<file path="config.mk">
export PLATFORM = sky130hd
export DESIGN_NAME = fake_signal_gen_flat
export DESIGN_NICKNAME = d
export VERILOG_FILES = /design/src/rtl/fake_signal_gen_if.sv /design/src/rtl/fake_signal_gen.sv /design/src/flat_wrapper.sv
export SDC_FILE = /design/constraint.sdc
export NUM_CORES = 1
export LEC_CHECK = 0
export BUFFER_PORTS_ARGS = -buffer_cell sky130_fd_sc_hd__buf_2
export CAP_MARGIN = 20
export CORE_ASPECT_RATIO = 0.6
export CORE_MARGIN = 4
export CORE_UTILIZATION = 57
export DETAILED_ROUTE_END_ITERATION = 7
export PLACE_DENSITY = 0.95
export SETUP_SLACK_MARGIN = 0.2
export SLEW_MARGIN = 10
export SYNTH_ARGS = -nofsm -noshare
export SYNTH_HDL_FRONTEND = slang
export SYNTH_SLANG_ARGS = --single-unit
export TNS_END_PERCENT = 20
</file>
<file path="constraint.sdc">
create_clock -name CLK -period 13.05 [get_ports CLK]
set_clock_uncertainty 0.1 [all_clocks]
set_input_delay 2.61 -clock CLK [delete_from_list [all_inputs] [get_ports CLK]]
set_output_delay 2.61 -clock CLK [all_outputs]
set_load 0.01 [all_outputs]
</file>
<file path="src/rtl/fake_signal_gen_if.sv">
// Bundle for fake_signal_gen: pulse controls and raw ADC words in, ADC words and status out.
interface fake_signal_gen_if #(
  parameter int NCHAN    = 5,
  parameter int PERIOD_W = 32
);
  logic                  USE_FAKE;
  logic [NCHAN-1:0]      CHAN_MASK;
  logic [PERIOD_W-1:0]   PERIOD;
  logic [11:0]           AMPLITUDE;
  logic [7:0]            STEP;
  logic [3:0]            TAU_SHIFT;
  logic                  FORCE;
  logic [24*NCHAN-1:0]   ADC_IN;
  logic [24*NCHAN-1:0]   ADC_OUT;
  logic                  FAKE_ACTIVE;
  logic [15:0]           PULSE_COUNT;

  modport master (
    output USE_FAKE, CHAN_MASK, PERIOD, AMPLITUDE, STEP, TAU_SHIFT, FORCE, ADC_IN,
    input  ADC_OUT, FAKE_ACTIVE, PULSE_COUNT
  );

  modport slave (
    input  USE_FAKE, CHAN_MASK, PERIOD, AMPLITUDE, STEP, TAU_SHIFT, FORCE, ADC_IN,
    output ADC_OUT, FAKE_ACTIVE, PULSE_COUNT
  );
endinterface

</file>
<file path="src/rtl/fake_signal_gen.sv">
// Synthetic ADC pulse generator: linear rise, exponential decay, substituted per channel.
// Optional FAKE_SIGNAL_NOISE_EN adds small LFSR noise to the high-gain half.
module fake_signal_gen #(
  parameter int NCHAN    = 5,
  parameter int PERIOD_W = 32,
  parameter int PEDESTAL = 200,
  parameter int LG_SHIFT = 5
) (
  input  logic              CLK,
  input  logic              RESETN,
  fake_signal_gen_if.slave  bus
);
  typedef enum logic [1:0] {IDLE = 2'd0, RISE = 2'd1, FALL = 2'd2} state_t;

  localparam logic [12:0] PED = 13'(PEDESTAL);

  state_t                state, state_d;
  logic [11:0]           amp, amp_d;
  logic [PERIOD_W-1:0]   cnt, cnt_d;
  logic [11:0]           amp_l;
  logic [7:0]            step_l;
  logic [3:0]            tau_l;
  logic [15:0]           pulse_count;
  logic                  start;
  logic [12:0]           rise_sum;
  logic [11:0]           decay;
  logic [11:0]           fall_amp;

  // FORCE and period expiry share one start term, so a coincidence yields a single pulse.
  assign start = (state == IDLE) &&
                 (((bus.PERIOD != '0) && (cnt >= bus.PERIOD - PERIOD_W'(1))) || bus.FORCE);

  assign rise_sum = {1'b0, amp} + {5'd0, step_l};
  assign decay    = ((amp >> tau_l) == 12'd0) ? 12'd1 : (amp >> tau_l);
  assign fall_amp = (amp > decay) ? amp - decay : 12'd0;

  always_comb begin
    // NOTE: every output gets a default first so no path leaves a value held, which would infer a latch.
    state_d = state;
    amp_d   = amp;
    cnt_d   = cnt;
    unique case (state)
      IDLE: begin
        cnt_d = cnt + PERIOD_W'(1);
        if (start) begin
          state_d = RISE;
          cnt_d   = '0;
        end
      end
      RISE: begin
        if (rise_sum >= {1'b0, amp_l}) begin
          amp_d   = amp_l;
          state_d = FALL;
        end else begin
          amp_d = rise_sum[11:0];
        end
      end
      FALL: begin
        amp_d = fall_amp;
        if (fall_amp == 12'd0) state_d = IDLE;
      end
      default: state_d = IDLE;
    endcase
  end

  always_ff @(posedge CLK or negedge RESETN) begin
    // NOTE: state registers use non-blocking assignments so every flop samples pre-edge values.
    if (!RESETN) begin
      state       <= IDLE;
      amp         <= '0;
      cnt         <= '0;
      pulse_count <= '0;
      amp_l       <= '0;
      step_l      <= 8'd1;
      tau_l       <= 4'd1;
    end else begin
      state <= state_d;
      amp   <= amp_d;
      cnt   <= cnt_d;
      if (start) begin
        pulse_count <= pulse_count + 16'd1;
        amp_l       <= bus.AMPLITUDE;
        step_l      <= (bus.STEP == 8'd0) ? 8'd1 : bus.STEP;
        tau_l       <= (bus.TAU_SHIFT == 4'd0) ? 4'd1 : bus.TAU_SHIFT;
      end
    end
  end

  logic [12:0] hg_sum, lg_sum;
  logic [11:0] hg_clean, hg, lg;

  assign hg_sum   = PED + {1'b0, amp};
  assign hg_clean = hg_sum[12] ? 12'hFFF : hg_sum[11:0];
  assign lg_sum   = PED + {1'b0, amp >> LG_SHIFT};
  assign lg       = lg_sum[12] ? 12'hFFF : lg_sum[11:0];

`ifdef FAKE_SIGNAL_NOISE_EN
  logic [15:0]        lfsr;
  logic signed [13:0] hg_noisy;

  always_ff @(posedge CLK or negedge RESETN) begin
    if (!RESETN) lfsr <= 16'hACE1;
    else         lfsr <= {lfsr[14:0], lfsr[15] ^ lfsr[13] ^ lfsr[12] ^ lfsr[10]};
  end

  // Noise span is -4..+3 around the clean high-gain value.
  assign hg_noisy = $signed({2'b00, hg_clean}) + $signed({11'd0, lfsr[2:0]}) - 14'sd4;
  assign hg = (hg_noisy < 14'sd0)    ? 12'd0  :
              (hg_noisy > 14'sd4095) ? 12'hFFF : hg_noisy[11:0];
`else
  assign hg = hg_clean;
`endif

  logic [24*NCHAN-1:0] adc_out_q;

  always_ff @(posedge CLK or negedge RESETN) begin
    if (!RESETN) begin
      adc_out_q <= '0;
    end else begin
      for (int k = 0; k < NCHAN; k++) begin
        adc_out_q[24*k +: 24] <= (bus.USE_FAKE && bus.CHAN_MASK[k]) ? {hg, lg}
                                                                    : bus.ADC_IN[24*k +: 24];
      end
    end
  end

  assign bus.ADC_OUT     = adc_out_q;
  assign bus.FAKE_ACTIVE = (state != IDLE);
  assign bus.PULSE_COUNT = pulse_count;
endmodule

</file>
<file path="src/flat_wrapper.sv">
// flat-port wrapper written by rule: the top's interface ports become plain ports
module fake_signal_gen_flat 
#(
  parameter int NCHAN    = 5,
  parameter int PERIOD_W = 32,
  parameter int PEDESTAL = 200,
  parameter int LG_SHIFT = 5
)
  (CLK, RESETN, bus_USE_FAKE, bus_CHAN_MASK, bus_PERIOD, bus_AMPLITUDE, bus_STEP, bus_TAU_SHIFT, bus_FORCE, bus_ADC_IN, bus_ADC_OUT, bus_FAKE_ACTIVE, bus_PULSE_COUNT);
  fake_signal_gen_if #(.NCHAN(NCHAN), .PERIOD_W(PERIOD_W)) bus_i ();
  input  logic CLK;
  input  logic RESETN;
  input wire logic [$bits(bus_i.USE_FAKE)-1:0] bus_USE_FAKE;
  input wire logic [$bits(bus_i.CHAN_MASK)-1:0] bus_CHAN_MASK;
  input wire logic [$bits(bus_i.PERIOD)-1:0] bus_PERIOD;
  input wire logic [$bits(bus_i.AMPLITUDE)-1:0] bus_AMPLITUDE;
  input wire logic [$bits(bus_i.STEP)-1:0] bus_STEP;
  input wire logic [$bits(bus_i.TAU_SHIFT)-1:0] bus_TAU_SHIFT;
  input wire logic [$bits(bus_i.FORCE)-1:0] bus_FORCE;
  input wire logic [$bits(bus_i.ADC_IN)-1:0] bus_ADC_IN;
  output wire logic [$bits(bus_i.ADC_OUT)-1:0] bus_ADC_OUT;
  output wire logic [$bits(bus_i.FAKE_ACTIVE)-1:0] bus_FAKE_ACTIVE;
  output wire logic [$bits(bus_i.PULSE_COUNT)-1:0] bus_PULSE_COUNT;
  assign bus_i.USE_FAKE = bus_USE_FAKE;
  assign bus_i.CHAN_MASK = bus_CHAN_MASK;
  assign bus_i.PERIOD = bus_PERIOD;
  assign bus_i.AMPLITUDE = bus_AMPLITUDE;
  assign bus_i.STEP = bus_STEP;
  assign bus_i.TAU_SHIFT = bus_TAU_SHIFT;
  assign bus_i.FORCE = bus_FORCE;
  assign bus_i.ADC_IN = bus_ADC_IN;
  assign bus_ADC_OUT = bus_i.ADC_OUT;
  assign bus_FAKE_ACTIVE = bus_i.FAKE_ACTIVE;
  assign bus_PULSE_COUNT = bus_i.PULSE_COUNT;
  fake_signal_gen #(.NCHAN(NCHAN), .PERIOD_W(PERIOD_W), .PEDESTAL(PEDESTAL), .LG_SHIFT(LG_SHIFT)) u_core (.CLK(CLK), .RESETN(RESETN), .bus(bus_i));
endmodule
</file>
# --- Word level (Yosys, flattened, before mapping) ---
# Index checks and enable logic that the tools add are counted.
op_classes:
  mux: 18
  magnitude_cmp: 3
  n_eq_ne: 5
  n_shift: 1
  n_reduce_logical: 17
  n_addsub: 7
op_table:
  columns: ["op", "count"]
  rows:
  - ["two-way mux 24 bit", 5]
  - ["two-way mux 12 bit", 5]
  - ["adder 32 x 1 -> 32 bit, second input constant", 1]
  - [">= comparator 32 bit", 1]
  - ["two-way mux 32 bit", 1]
  - ["nonzero test 32 bit", 1]
  - ["subtractor 32 x 1 -> 32 bit, second input constant", 1]
  - ["logical NOT 12 bit", 2]
  - ["one-hot mux 12 bit (2 select lines)", 1]
  - ["adder 16 x 1 -> 16 bit, second input constant", 1]
  - ["adder 12 x 8 -> 13 bit", 1]
  - ["adder 8 x 12 -> 13 bit, first input constant", 1]
  - [">= comparator 13 x 12 -> 1 bit", 1]
  - ["greater-than comparator 12 bit", 1]
  - [">> shifter 12 x 4 -> 12 bit", 1]
  - ["subtractor 12 bit", 1]
  - ["adder 8 x 7 -> 9 bit, first input constant", 1]
  - ["logical NOT 8 bit", 1]
  - ["two-way mux 8 bit", 1]
  - ["logical AND 1 bit", 7]
  - ["two-way mux 2 bit", 3]
  - ["inequality test 2 x 1 -> 1 bit, second input constant", 3]
  - ["one-hot mux 2 bit (3 select lines)", 1]
  - ["logical NOT 4 bit", 1]
  - ["other kinds (7)", 8]
word_totals:
  register_bits: 206
  input_bits: 185

# --- Depth between registers and ports, before layout ---
# Gate-level depths: netlist of run 1.
logic_depth:
  ltp_word: 8
  mapped_depth: 20

# --- Worst setup path before layout of run 1 ---
# OpenSTA, ideal clock, no wires.
synth_path:
  kind: "input to register"
  start: "input bus_PERIOD[4]"
  end: "register u_core.pulse_count[1], in the netlist u_core.bus.PULSE_COUNT[1]"
  setup_ns: 0.125
  path_buffers: 2
  path_slack_ns: 6.866
  t_arrival_ns: 5.959
  cell_stages: 15
  t_required_ns: 12.825
  path_cell_list: "nor4_1 nand3_1 nor2_1 and2_1 clkbuf_1 nand2_1 xor2_1 ha_1 nand4_1 nor4_1 a31oi_1 o21a_4 nor2_2 buf_6 mux2_4"
synth_between:
  elab_chain_len: 5
  elab_cells_between_ends: 6
  classes_between: "add/sub: 1; order compare: 1; reduce/logical: 4"
synth_rtl:
  columns: ["element", "line", "rtl"]
  rows:
  - ["start, declared", "flat_wrapper.sv:15", "input wire logic [$bits(bus_i.PERIOD)-1:0] bus_PERIOD;"]
  - ["subtractor 32 x 1 -> 32 bit", "fake_signal_gen.sv:31", "(((bus.PERIOD != '0) && (cnt >= bus.PERIOD - PERIOD_W'(1))) || bus.FORCE);"]
  - [">= comparator 32 bit", "fake_signal_gen.sv:31", null]
  - ["logical AND 1 bit (*)", "fake_signal_gen.sv:31", null]
  - ["logical OR 1 bit (*)", "fake_signal_gen.sv:31", null]
  - ["logical AND 1 bit (*)", "fake_signal_gen.sv:30", "assign start = (state == IDLE) &&"]
  - ["end signal, assigned", "fake_signal_gen.sv:81", "pulse_count <= pulse_count + 16'd1;"]
  - ["end, declared", "fake_signal_gen.sv:23", "logic [15:0] pulse_count;"]
# Mark *: on every way between the ends. The rest lies on a longest branch, timed or not.
# A chain may end at the register's enable or synchronous reset.

# --- Final worst setup path of run 1 ---
layout_path:
  start: "input bus_PERIOD[4]"
  end: "register u_core.step_l[1]"
layout_between:
  elab_chain_len: 5
  elab_cells_between_ends: 6
  classes_between: "add/sub: 1; order compare: 1; reduce/logical: 4"
layout_rtl:
  columns: ["element", "line", "rtl"]
  rows:
  - ["subtractor 32 x 1 -> 32 bit", "fake_signal_gen.sv:31", null]
  - [">= comparator 32 bit", "fake_signal_gen.sv:31", null]
  - ["logical AND 1 bit (*)", "fake_signal_gen.sv:31", null]
  - ["logical OR 1 bit (*)", "fake_signal_gen.sv:31", null]
  - ["logical AND 1 bit (*)", "fake_signal_gen.sv:30", null]
  - ["end signal, assigned", "fake_signal_gen.sv:83", "step_l <= (bus.STEP == 8'd0) ? 8'd1 : bus.STEP;"]
  - ["end, declared", "fake_signal_gen.sv:21", "logic [7:0] step_l;"]
# Marks and branches as above.

==> results.py, run 1 <==
metrics = {
    "finish": {
        "fin_nets": 1757,
        "syn2layout_area_growth_pct": 21.3,
        "utilization": 0.701,
        "postLayoutCellArea_um2": 14000,
        "multi_input_area_um2": 6050,
        "seqCellArea_um2": 5160,
        "nFillCells": 1442,
        "layout.cells.non_filler": 1783,
        "drive_above_1_share": 0.277,
    },
    "power_and_ir_drop": {
        "leakagePower_nw": 6.76,
        "power_frac_seq": 0.283,
        "p_comb_frac": 0.554,
        "p_per_area_nw_per_um2": 246,
        "internal_power_mw": 1.87,
        "p_sw_frac": 0.457,
        "p_total_mw": 3.45,
        "peakVddDrop_v": 0.000174,
        "pwr-share-clk": 0.163,
        "p_sw_mw": 1.58,
    },
    "worst_setup_path": {
        "r2r_slack_ns": 7.42,
        "path_class": "input pin to flip-flop",
        "cp_max_fo": 52,
        "cp.required_ns": 13.36,
        "endpoint_kind": "flip-flop",
        "crit_path_start_kind": "input pin",
        "timing.rr.start": "u_core.tau_l[0]",
        "r2r.worst_path.cells": 18,
        "arrival_ns": 7.17,
        "r2r-end": "u_core.state[1]",
    },
    "hold_path": {
        "hold_path_end": "u_core.bus.PULSE_COUNT[15]",
        "worstHoldPathCells": 1,
        "worstHoldPathType": "flip-flop to flip-flop",
        "hp-start": "u_core.bus.PULSE_COUNT[15]",
    },
    "global_route": {
        "grt_usage": 0.298,
        "grt_pass1_wl_um": 54700,
        "grt_max_degree": 75,
        "gr-total-overflow": 0,
        "antenna_found_initial": 4,
        "grt_pass1_vias": 10500,
    },
    "clock_network": {
        "cts_setup_buffers": 0,
        "cts_root_buf": "clkbuf_16",
        "cts_tree": "done",
        "cts_resized": 0,
        "cts_hold_buf": 0,
        "clock_latency_ns": 0.53,
        "htree_num_levels": 1,
        "cts_buffer_depth": 3,
        "cts_sinks": 206,
        "path_clk_slew_ns": 0.07,
        "cts_buffers": 20,
    },
    "sta": {
        "tightest_slew_ns": 1.01,
        "fin_crit_sh": 0.526,
        "max_freq_mhz": 146,
        "setup-tns-final_ns": 0,
        "postLayoutSetupSlackWorst_ns": 6.19,
        "drv_slew": 0,
        "slew-limit-headroom": 0.330,
        "grt_setup_unrepaired": "no",
        "setup_violations": 0,
        "fin_crit_ns": 6.86,
        "finalHoldViolCount": 0,
        "whs_ns": 0.372,
    },
    "synthesis": {
        "syn_area_um2": 11500,
        "yosysSeqAreaShare": 0.447,
        "ys.flop_type": "dfrtp_1",
        "synthArstFlopShare": 1.00,
        "ys_ff_latch": 206,
        "synth_cell_types": 65,
        "yosysMostFrequentCell": "dfrtp_1",
        "syn_inst": 1195,
        "synth_top_cell_area_share": 0.442,
        "yosysTopAreaCell": "dfrtp_1",
        "yosysWarningCount": 0,
        "synth_fp_nets": 1456,
        "avgSynthCellArea_um2": 9.66,
        "yosys-top-cells-area": "dfrtp_1 (44%), ha_1 (8.0%), o21ai_0 (4.9%), nand2_1 (4.8%), xnor2_1 (3.6%)",
        "synthTopCellsByCount": "dfrtp_1 (204), nand2_1 (149), o21ai_0 (113)",
        "synth-edff-count": 0,
    },
    "route": {
        "drt_iter0_drc": 1182,
        "post_drt_wl_per_cell_um": 19.7,
        "avgViaCountPerCell": 6.02,
        "firstDrtPassIters": 7,
        "drc": 0,
        "wl_um": 35200,
        "detail-route-antenna-nets": 0,
        "vias": 10700,
    },
    "floorplanning": {
        "die_x_um": 192,
        "die_h_um": 118,
        "dieArea_um2": 22700,
        "initial_core_util": 0.578,
        "pin_count": 322,
        "placementRows": 40,
        "core_um2": 20000,
    },
    "placement": {
        "dp_slack_ns": 5.80,
        "dp.cells": 1747,
        "gp_congestion": 0.986,
        "numPortBuffers": 321,
        "dpl.hpwl_um": 26100,
        "placed_area_um2": 13400,
    },
    "outcome": {
        "status": "finished, final reports clean",
    },
    "flow_run": {
        "cap_violations": 0,
    },
}
-- power by group through the flow --
stage / logic, mW / registers [mW] / clock network, mW
after floorplan: 1.32 / 0.927 / 0
after global placement: 1.72 / 0.964 / 0
after detailed placement: 1.83 / 0.972 / 0
after CTS: 1.86 / 0.965 / 0.567
after global routing: 2.08 / 0.990 / 0.594
final: 1.91 / 0.976 / 0.563
-- worst max-delay path: stages --
cell and delay (ns):
buf_2 0.13, nor4_1 0.67, nand3_1 0.34, nor2_1 0.32, and2_1 0.34, nand2_1 0.13
xor2_1 0.18, ha_1 0.30, nand4_1 0.17, nor4_1 0.43, a31oi_1 0.20, o21a_4 0.33
nor2_4 0.09, buf_4 0.52, mux2_2 0.40
-- state kept, by name (all words and copies together), names as in the netlist --
name / count
u_core.step_l: 8
u_core.amp_l: 12
u_core.state: 2
u_core.tau_l: 4
u_core.bus.PULSE_COUNT: 16
u_core.amp: 12
u_core.bus.ADC_OUT: 120
u_core.cnt: 32
-- final cells by class --
| class | instances | share of cell area |
|---|---|---|
| multi-input cells | 903 | 0.432 |
| flip-flops and latches | 206 | 0.368 |
| repair buffers | 331 | 0.121 |
| clock buffers | 28 | 0.0407 |
| well taps | 273 | 0.0244 |
| inverters | 34 | 0.00911 |
| clock inverters | 7 | 0.00447 |
| diodes | 1 | 0.000179 |
-- layout by cell type, fill, tap and decap left out, types with 43 or more instances in the layout --
cell type | synthesis | routed
a21oi_1 | 52 | 52
ha_1 | 74 | 74
buf_2 | 2 | 320
xnor2_1 | 48 | 48
nor2_1 | 86 | 86
dfrtp_1 | 204 | 204
xor2_1 | 43 | 43
nand2_1 | 149 | 149
nand3_1 | 45 | 45
o21ai_0 | 113 | 113
-- cells by family (layout without fill, tap and decap cells) --
kind of cell,count (synthesis),after routing,share of synthesized area
xor gates and xnor gates,91,91,0.0690
other,0,1,0
buffers and inverters,86,400,0.0295
DFF,206,206,0.447
muxes,67,67,0.0686
adders and majority gates,76,76,0.0836
and+or+nand+nor,422,422,0.175
AOI/OAI and AO/OA,247,247,0.128
-- routing by layer --
metal  global-route usage  vias up  share of wire
met4                0.102        6          0.037
met3               0.0942      149           0.11
li1                     -     4814              -
met1                0.397     5143           0.39
met2                0.464      613           0.46
met5                    0        -        0.00077
-- how the worst max path moves through the flow --
stage / startpoint / endpoint / slack (ns) / cells after the start
2_1_floorplan: bus_PERIOD[4] / u_core.bus.PULSE_COUNT[1] / 6.87 / 15
3_3_place_gp: bus_PERIOD[4] / u_core.step_l[3] / 6.04 / 15
3_5_place_dp: bus_PERIOD[4] / u_core.amp_l[0] / 5.80 / 15
4_1_cts: bus_PERIOD[4] / u_core.amp_l[0] / 6.32 / 15
5_1_grt: bus_PERIOD[4] / u_core.amp_l[0] / 5.83 / 15
6_report: bus_PERIOD[4] / u_core.step_l[1] / 6.19 / 15
No activity file was read; power rests on OpenSTA's default activity.
==> inputs of run 2 (changes only) <==
--- a/config.mk
+++ b/config.mk
@@ -9,9 +9,9 @@
 export CAP_MARGIN = 20
 export CORE_ASPECT_RATIO = 0.6
 export CORE_MARGIN = 4
-export CORE_UTILIZATION = 57
+export CORE_UTILIZATION = 48
 export DETAILED_ROUTE_END_ITERATION = 7
-export PLACE_DENSITY = 0.95
+export PLACE_DENSITY = 0.86
 export SETUP_SLACK_MARGIN = 0.2
 export SLEW_MARGIN = 10
 export SYNTH_ARGS = -nofsm -noshare
==> constraint.sdc (replaced) <==
create_clock -name CLK -period 6.1 [get_ports CLK]
set_clock_uncertainty 0.1 [all_clocks]
set_input_delay 1.22 -clock CLK [delete_from_list [all_inputs] [get_ports CLK]]
set_output_delay 1.22 -clock CLK [all_outputs]
set_load 0.01 [all_outputs]
==> run 2 against run 1 <==
Against the previous run: critical path depth is 3 higher; via count decreased by 3.6%; clock power increased by 150%; clock-buffer cell count is 2 lower; die area up 18%; combinational power increased by 110%; hold slack worse by 0.0058 ns; largest power group unchanged; worst setup slack lost 5.3 ns; global-route usage decreased by 4.5 points; final cell count increased by 2.6%; sequential share of layout area fell by 0.53 points.
==> results.py, run 2 (synthesized netlist as in run 1, its figures left out) <==
metrics = {
    "clock_network": {
        "cts_root_buf": "clkbuf_16",
        "clock_latency_ns": 0.51,
        "cts_sinks": 206,
        "cts_setup_buffers": 0,
        "cts_buffer_depth": 3,
        "htree_num_levels": 1,
        "cts_buffers": 20,
        "path_clk_slew_ns": 0.07,
        "cts_tree": "done",
        "cts_hold_buf": 0,
        "cts_resized": 0,
    },
    "placement": {
        "numPortBuffers": 321,
        "dp.cells": 1793,
        "gp_congestion": 0.918,
        "dpl.hpwl_um": 26900,
    },
    "finish": {
        "largest_reg_flops": 120,
        "layout.cells.non_filler": 1830,
        "layout_commonest_cell": "buf_2",
        "utilization": 0.609,
        "layout_common_cells": "buf_2 (320), dfrtp_1 (204), nand2_1 (149)",
        "nFillCells": 1976,
        "fin_nets": 1761,
        "syn2layout_area_growth_pct": 23.1,
        "drive_above_1_share": 0.281,
    },
    "sta": {
        "drv_slew": 0,
        "fin_crit_sh": 0.855,
        "slew-limit-headroom": 0.351,
        "grt_setup_unrepaired": "no",
        "setup-tns-final_ns": 0,
        "tightest_slew_ns": 0.974,
        "finalHoldViolCount": 0,
        "setup_violations": 0,
        "whs_ns": 0.367,
        "max_freq_mhz": 192,
        "fin_crit_ns": 5.22,
    },
    "route": {
        "highest_layer": "met5",
        "firstDrtPassIters": 5,
        "avgViaCountPerCell": 5.65,
        "wl_um": 35300,
        "vias": 10300,
        "detail-route-antenna-nets": 0,
        "drc": 0,
        "wl_met2_um": 16100,
        "post_drt_wl_per_cell_um": 19.3,
        "drt-met1-wl_um": 15400,
        "dr_wl_met3_um": 3130,
        "drt_iter0_drc": 817,
    },
    "global_route": {
        "grt_pass1_vias": 10300,
        "grt_usage": 0.254,
        "antenna_found_initial": 5,
        "gr-total-overflow": 0,
        "grt_pass1_wl_um": 54700,
        "grt_max_degree": 116,
    },
    "worst_setup_path": {
        "cp_num_buf_inv": 1,
        "r2r_slack_ns": 0.88,
        "path_class": "flip-flop to flip-flop",
        "crit_family": "compound AO/OA/AOI/OAI gates",
        "cp_max_fo": 14,
        "endpoint_kind": "flip-flop",
        "crit_chain": "mux2i_1, mux4_2, nor2_1, a21oi_1, and3_1, nand4_1, o21ai_0, ha_1, inv_1, fa_1, a21o_1, a2111oi_0, xnor2_1, nand2b_1, nor4_1, and4_1, mux2i_1, o211a_1",
        "critical-path-slowest-cell": "dfstp_2",
        "timing.rr.start": "u_core.tau_l[0]",
        "arrival_ns": 5.55,
        "r2r.worst_path.cells": 18,
        "r2r-end": "u_core.state[1]",
        "crit_path_start_kind": "flip-flop",
        "crit_path_end": "u_core.state[1]",
        "crit_path_start": "u_core.tau_l[0]",
        "critical_path_cell_count": 18,
        "crit_top_cell": "mux2i_1",
        "cp_slowest_stage_delay_ns": 0.76,
        "cp.required_ns": 6.44,
    },
    "power_and_ir_drop": {
        "p_total_mw": 7.50,
        "p_per_area_nw_per_um2": 528,
        "peakVddDrop_v": 0.000331,
        "leakagePower_nw": 6.83,
    },
    "flow_run": {
        "cap_violations": 0,
    },
    "hold_path": {
        "hp-start": "u_core.bus.PULSE_COUNT[15]",
        "worstHoldPathType": "flip-flop to flip-flop",
        "worstHoldPathCells": 1,
    },
    "floorplanning": {
        "dieArea_um2": 26700,
        "core_um2": 23300,
        "pin_count": 322,
        "die_x_um": 208,
        "placementRows": 43,
        "die_h_um": 128,
        "initial_core_util": 0.495,
    },
    "outcome": {
        "status": "finished, final reports clean",
    },
}
-- run 2: final cells by class --
class | instances | area [um2] | share of cell area
Timing Repair Buffer | 335 | 1730 | 0.122
Antenna cell | 2 | 5.00 | 0.000352
Tap cell | 315 | 394 | 0.0277
Inverter | 34 | 128 | 0.00898
Clock inverter | 9 | 168 | 0.0118
Sequential cell | 206 | 5160 | 0.363
Clock buffer | 26 | 573 | 0.0403
Multi-Input combinational cell | 903 | 6050 | 0.426
-- run 2: metal layers --
layer | vias up | GRT usage
li1 | 4839 | -
met1 | 4996 | 0.355
met2 | 441 | 0.391
met3 | 64 | 0.0778
met4 | 4 | 0.0621
met5 | - | 0
-- run 2: how the worst min path moves through the flow --
stage	endpoint	slack, ns
6_report	u_core.bus.PULSE_COUNT[15]	0.37
5_1_grt	u_core.bus.PULSE_COUNT[15]	0.38
4_1_cts	u_core.bus.PULSE_COUNT[15]	0.37
3_5_place_dp	u_core.bus.PULSE_COUNT[15]	0.35
3_3_place_gp	u_core.bus.PULSE_COUNT[15]	0.35
2_1_floorplan	u_core.step_l[2]	0.39
-- run 2: power by group --
group,total [mW],internal (mW),switching (mW)
clock network,1.39,0.839,0.547
logic,4.07,1.66,2.40
registers,2.05,1.70,0.349
-- run 2: worst reg2reg max path, delay by kind of cell, from the launching register on --
family	cells	cell delay, ns
AO/OA/AOI/OAI	5	1.41
AND/OR/NAND/NOR	6	1.14
multiplexers	3	0.92
flip-flops	1	0.76
adder cells (fa/ha/maj)	2	0.59
XOR/XNOR	1	0.16
buffers and inverters	1	0.05
-- run 2: through the flow --
step,worst slack (ns),area [um2]
after floorplan,1.31,11500
after global placement,0.830,13500
after detailed placement,0.596,13500
after CTS,0.975,14200
after global routing,0.391,14200
final,0.883,14200
==> inputs of run 3 (changes only) <==
==> constraint.sdc (replaced) <==
create_clock -name CLK -period 6.1 [get_ports CLK]
set_clock_uncertainty 0.1 [all_clocks]
set_input_delay 0 -clock CLK [delete_from_list [all_inputs] [get_ports CLK]]
set_output_delay 0 -clock CLK [all_outputs]
set_load 0.01 [all_outputs]
==> run 3 against run 2 <==
Against the previous run: fmax rose by 2.3%; non-clock buffer count rose by 238; worst setup slack gained 0.12 ns; highest routed layer is now met4; via count up 22%; critical path type unchanged; clock-buffer cell count decreased by 1; largest power group unchanged.
==> results.py, run 3 (synthesized netlist as in run 1, its figures left out) <==
metrics = {
    "power_and_ir_drop": {
        "pwr-share-clk": 0.180,
        "power_frac_seq": 0.266,
        "p_per_area_nw_per_um2": 484,
        "peakVddDrop_v": 0.000350,
        "p_sw_frac": 0.464,
        "leakagePower_nw": 7.81,
        "p_sw_mw": 3.73,
        "internal_power_mw": 4.31,
        "p_comb_frac": 0.555,
    },
    "clock_network": {
        "path_clk_slew_ns": 0.08,
        "cts_buffer_depth": 3,
        "htree_num_levels": 1,
        "cts_tree": "done",
        "cts_resized": 0,
        "clock_latency_ns": 0.54,
        "cts_root_buf": "clkbuf_16",
        "cts_sinks": 206,
        "cts_buffers": 21,
    },
    "worst_setup_path": {
        "cp_max_fo": 14,
        "cp.required_ns": 6.45,
        "path_class": "flip-flop to flip-flop",
        "endpoint_kind": "flip-flop",
        "crit_path_start_kind": "flip-flop",
        "arrival_ns": 5.45,
    },
    "global_route": {
        "grt_max_degree": 81,
        "grt_busiest_layer": "met2",
        "grt_pass1_vias": 13000,
        "grt_pass1_wl_um": 72600,
        "use_met1": 0.415,
        "use_met3": 0.0893,
        "met2_usage": 0.557,
        "grt_usage": 0.345,
        "gr-total-overflow": 0,
        "antenna_found_initial": 2,
    },
    "placement": {
        "dpl.hpwl_um": 26600,
        "gp_congestion": 0.973,
        "dp_slack_ns": 1.22,
        "numPortBuffers": 321,
    },
    "route": {
        "vias": 12600,
        "firstDrtPassIters": 6,
        "detail-route-antenna-nets": 0,
        "drt_iter0_drc": 1526,
        "drc": 0,
        "post_drt_wl_per_cell_um": 23.0,
        "avgViaCountPerCell": 6.08,
        "wl_um": 47500,
    },
    "floorplanning": {
        "pin_count": 322,
        "die_h_um": 128,
        "initial_core_util": 0.495,
        "core_um2": 23300,
        "die_x_um": 208,
        "dieArea_um2": 26700,
        "placementRows": 43,
    },
    "sta": {
        "finalHoldViolCount": 0,
        "setup_violations": 0,
        "fin_crit_ns": 5.10,
        "fin_crit_sh": 0.836,
        "tightest_slew_ns": 0.999,
        "drv_slew": 0,
        "whs_ns": 0.0177,
        "slew-limit-headroom": 0.334,
        "grt_setup_unrepaired": "no",
        "postLayoutSetupSlackWorst_ns": 0.998,
        "max_freq_mhz": 196,
        "setup-tns-final_ns": 0,
    },
    "finish": {
        "layout_common_cells": "buf_2 (320), dlygate4sd3_1 (240), dfrtp_1 (204)",
        "drive_above_1_share": 0.242,
        "multi_input_area_um2": 6050,
        "nFillCells": 1507,
        "layout_commonest_cell": "buf_2",
        "fin_nets": 2000,
        "largest_reg_flops": 120,
        "syn2layout_area_growth_pct": 43.9,
        "seqCellArea_um2": 5160,
    },
    "flow_run": {
        "cap_violations": 0,
    },
    "hold_path": {
        "worstHoldPathType": "input pin to flip-flop",
    },
    "outcome": {
        "status": "finished, final reports clean",
    },
}
-- run 3: cell types whose count changed in the layout (fill, tap and decap cells not counted), moves of 2 or more --
cell           delta
dlygate4sd3_1   +240
clkinv_2          +4
buf_4             -3
clkbuf_8          -3
buf_16            +2
clkinv_4          -2
inv_6             +2
-- run 3: repair_timing --
action,CTS,global route
endpoints found under the hold margin,194,0
hold buffers,241,0
setup buffers,0,0
-- run 3: final cells by class --
class                           instances  share of cell area
Antenna cell                            2            0.000301
Clock inverter                         13             0.00994
Inverter                               34             0.00768
Sequential cell                       206               0.310
Timing Repair Buffer                  573               0.250
Multi-Input combinational cell        903               0.364
Clock buffer                           25              0.0337
Tap cell                              315              0.0237
-- run 3: stage by stage --
step / instances / total power, mW / utilization / instance area [um2]
2_1_floorplan: 1195 / 4.80 / - / 11500
3_3_place_gp: 1789 / 5.91 / 0.575 / 13400
3_5_place_dp: 1789 / 6.01 / 0.575 / 13400
4_1_cts: 2068 / 7.61 / 0.710 / 16600
5_1_grt: 2070 / 8.43 / 0.711 / 16600
6_report: 2071 / 8.04 / 0.711 / 16600
-- run 3: per-layer routing --
layer	routed length (um)	part of all wire
met5	0	0
met4	3580	0.075
met1	17300	0.36
met2	22100	0.46
met3	4600	0.097
-- run 3: critical path: stages (launching register included) --
cell and delay [ns]:
dfstp_2 0.81, mux2i_1 0.37, mux4_2 0.31, nor2_1 0.06
a21oi_1 0.29, and3_1 0.22, nand4_1 0.09, o21ai_0 0.20
ha_1 0.19, inv_1 0.05, fa_1 0.40, a21o_1 0.20
a2111oi_0 0.48, xnor2_1 0.13, nand2b_1 0.16, nor4_1 0.30
and4_1 0.29, mux2i_1 0.19, o211a_1 0.16
-- run 3: power groups by stage --
| stage | registers, mW | logic, mW | clock network [mW] |
|---|---|---|---|
| after floorplan | 1.98 | 2.82 | 0 |
| after global placement | 2.07 | 3.84 | 0 |
| after detailed placement | 2.09 | 3.92 | 0 |
| after CTS | 2.07 | 4.14 | 1.39 |
| after global routing | 2.15 | 4.78 | 1.50 |
| final | 2.14 | 4.46 | 1.44 |
-- run 3: path summary, 6_finish.rpt --
check / from / end / slack (ns) / cells after the start
max: u_core.tau_l[0] / u_core.state[1] / 1.0 / 18
min: bus_CHAN_MASK[1] / u_core.bus.ADC_OUT[31] / 0.02 / 4
max reg2reg: u_core.tau_l[0] / u_core.state[1] / 1.0 / 18
min reg2reg: u_core.bus.PULSE_COUNT[5] / u_core.bus.PULSE_COUNT[5] / 0.40 / 1
max in group asynchronous: RESETN / u_core.amp[7] / 4.40 / 4
min in group asynchronous: RESETN / u_core.tau_l[0] / 0.49 / 3
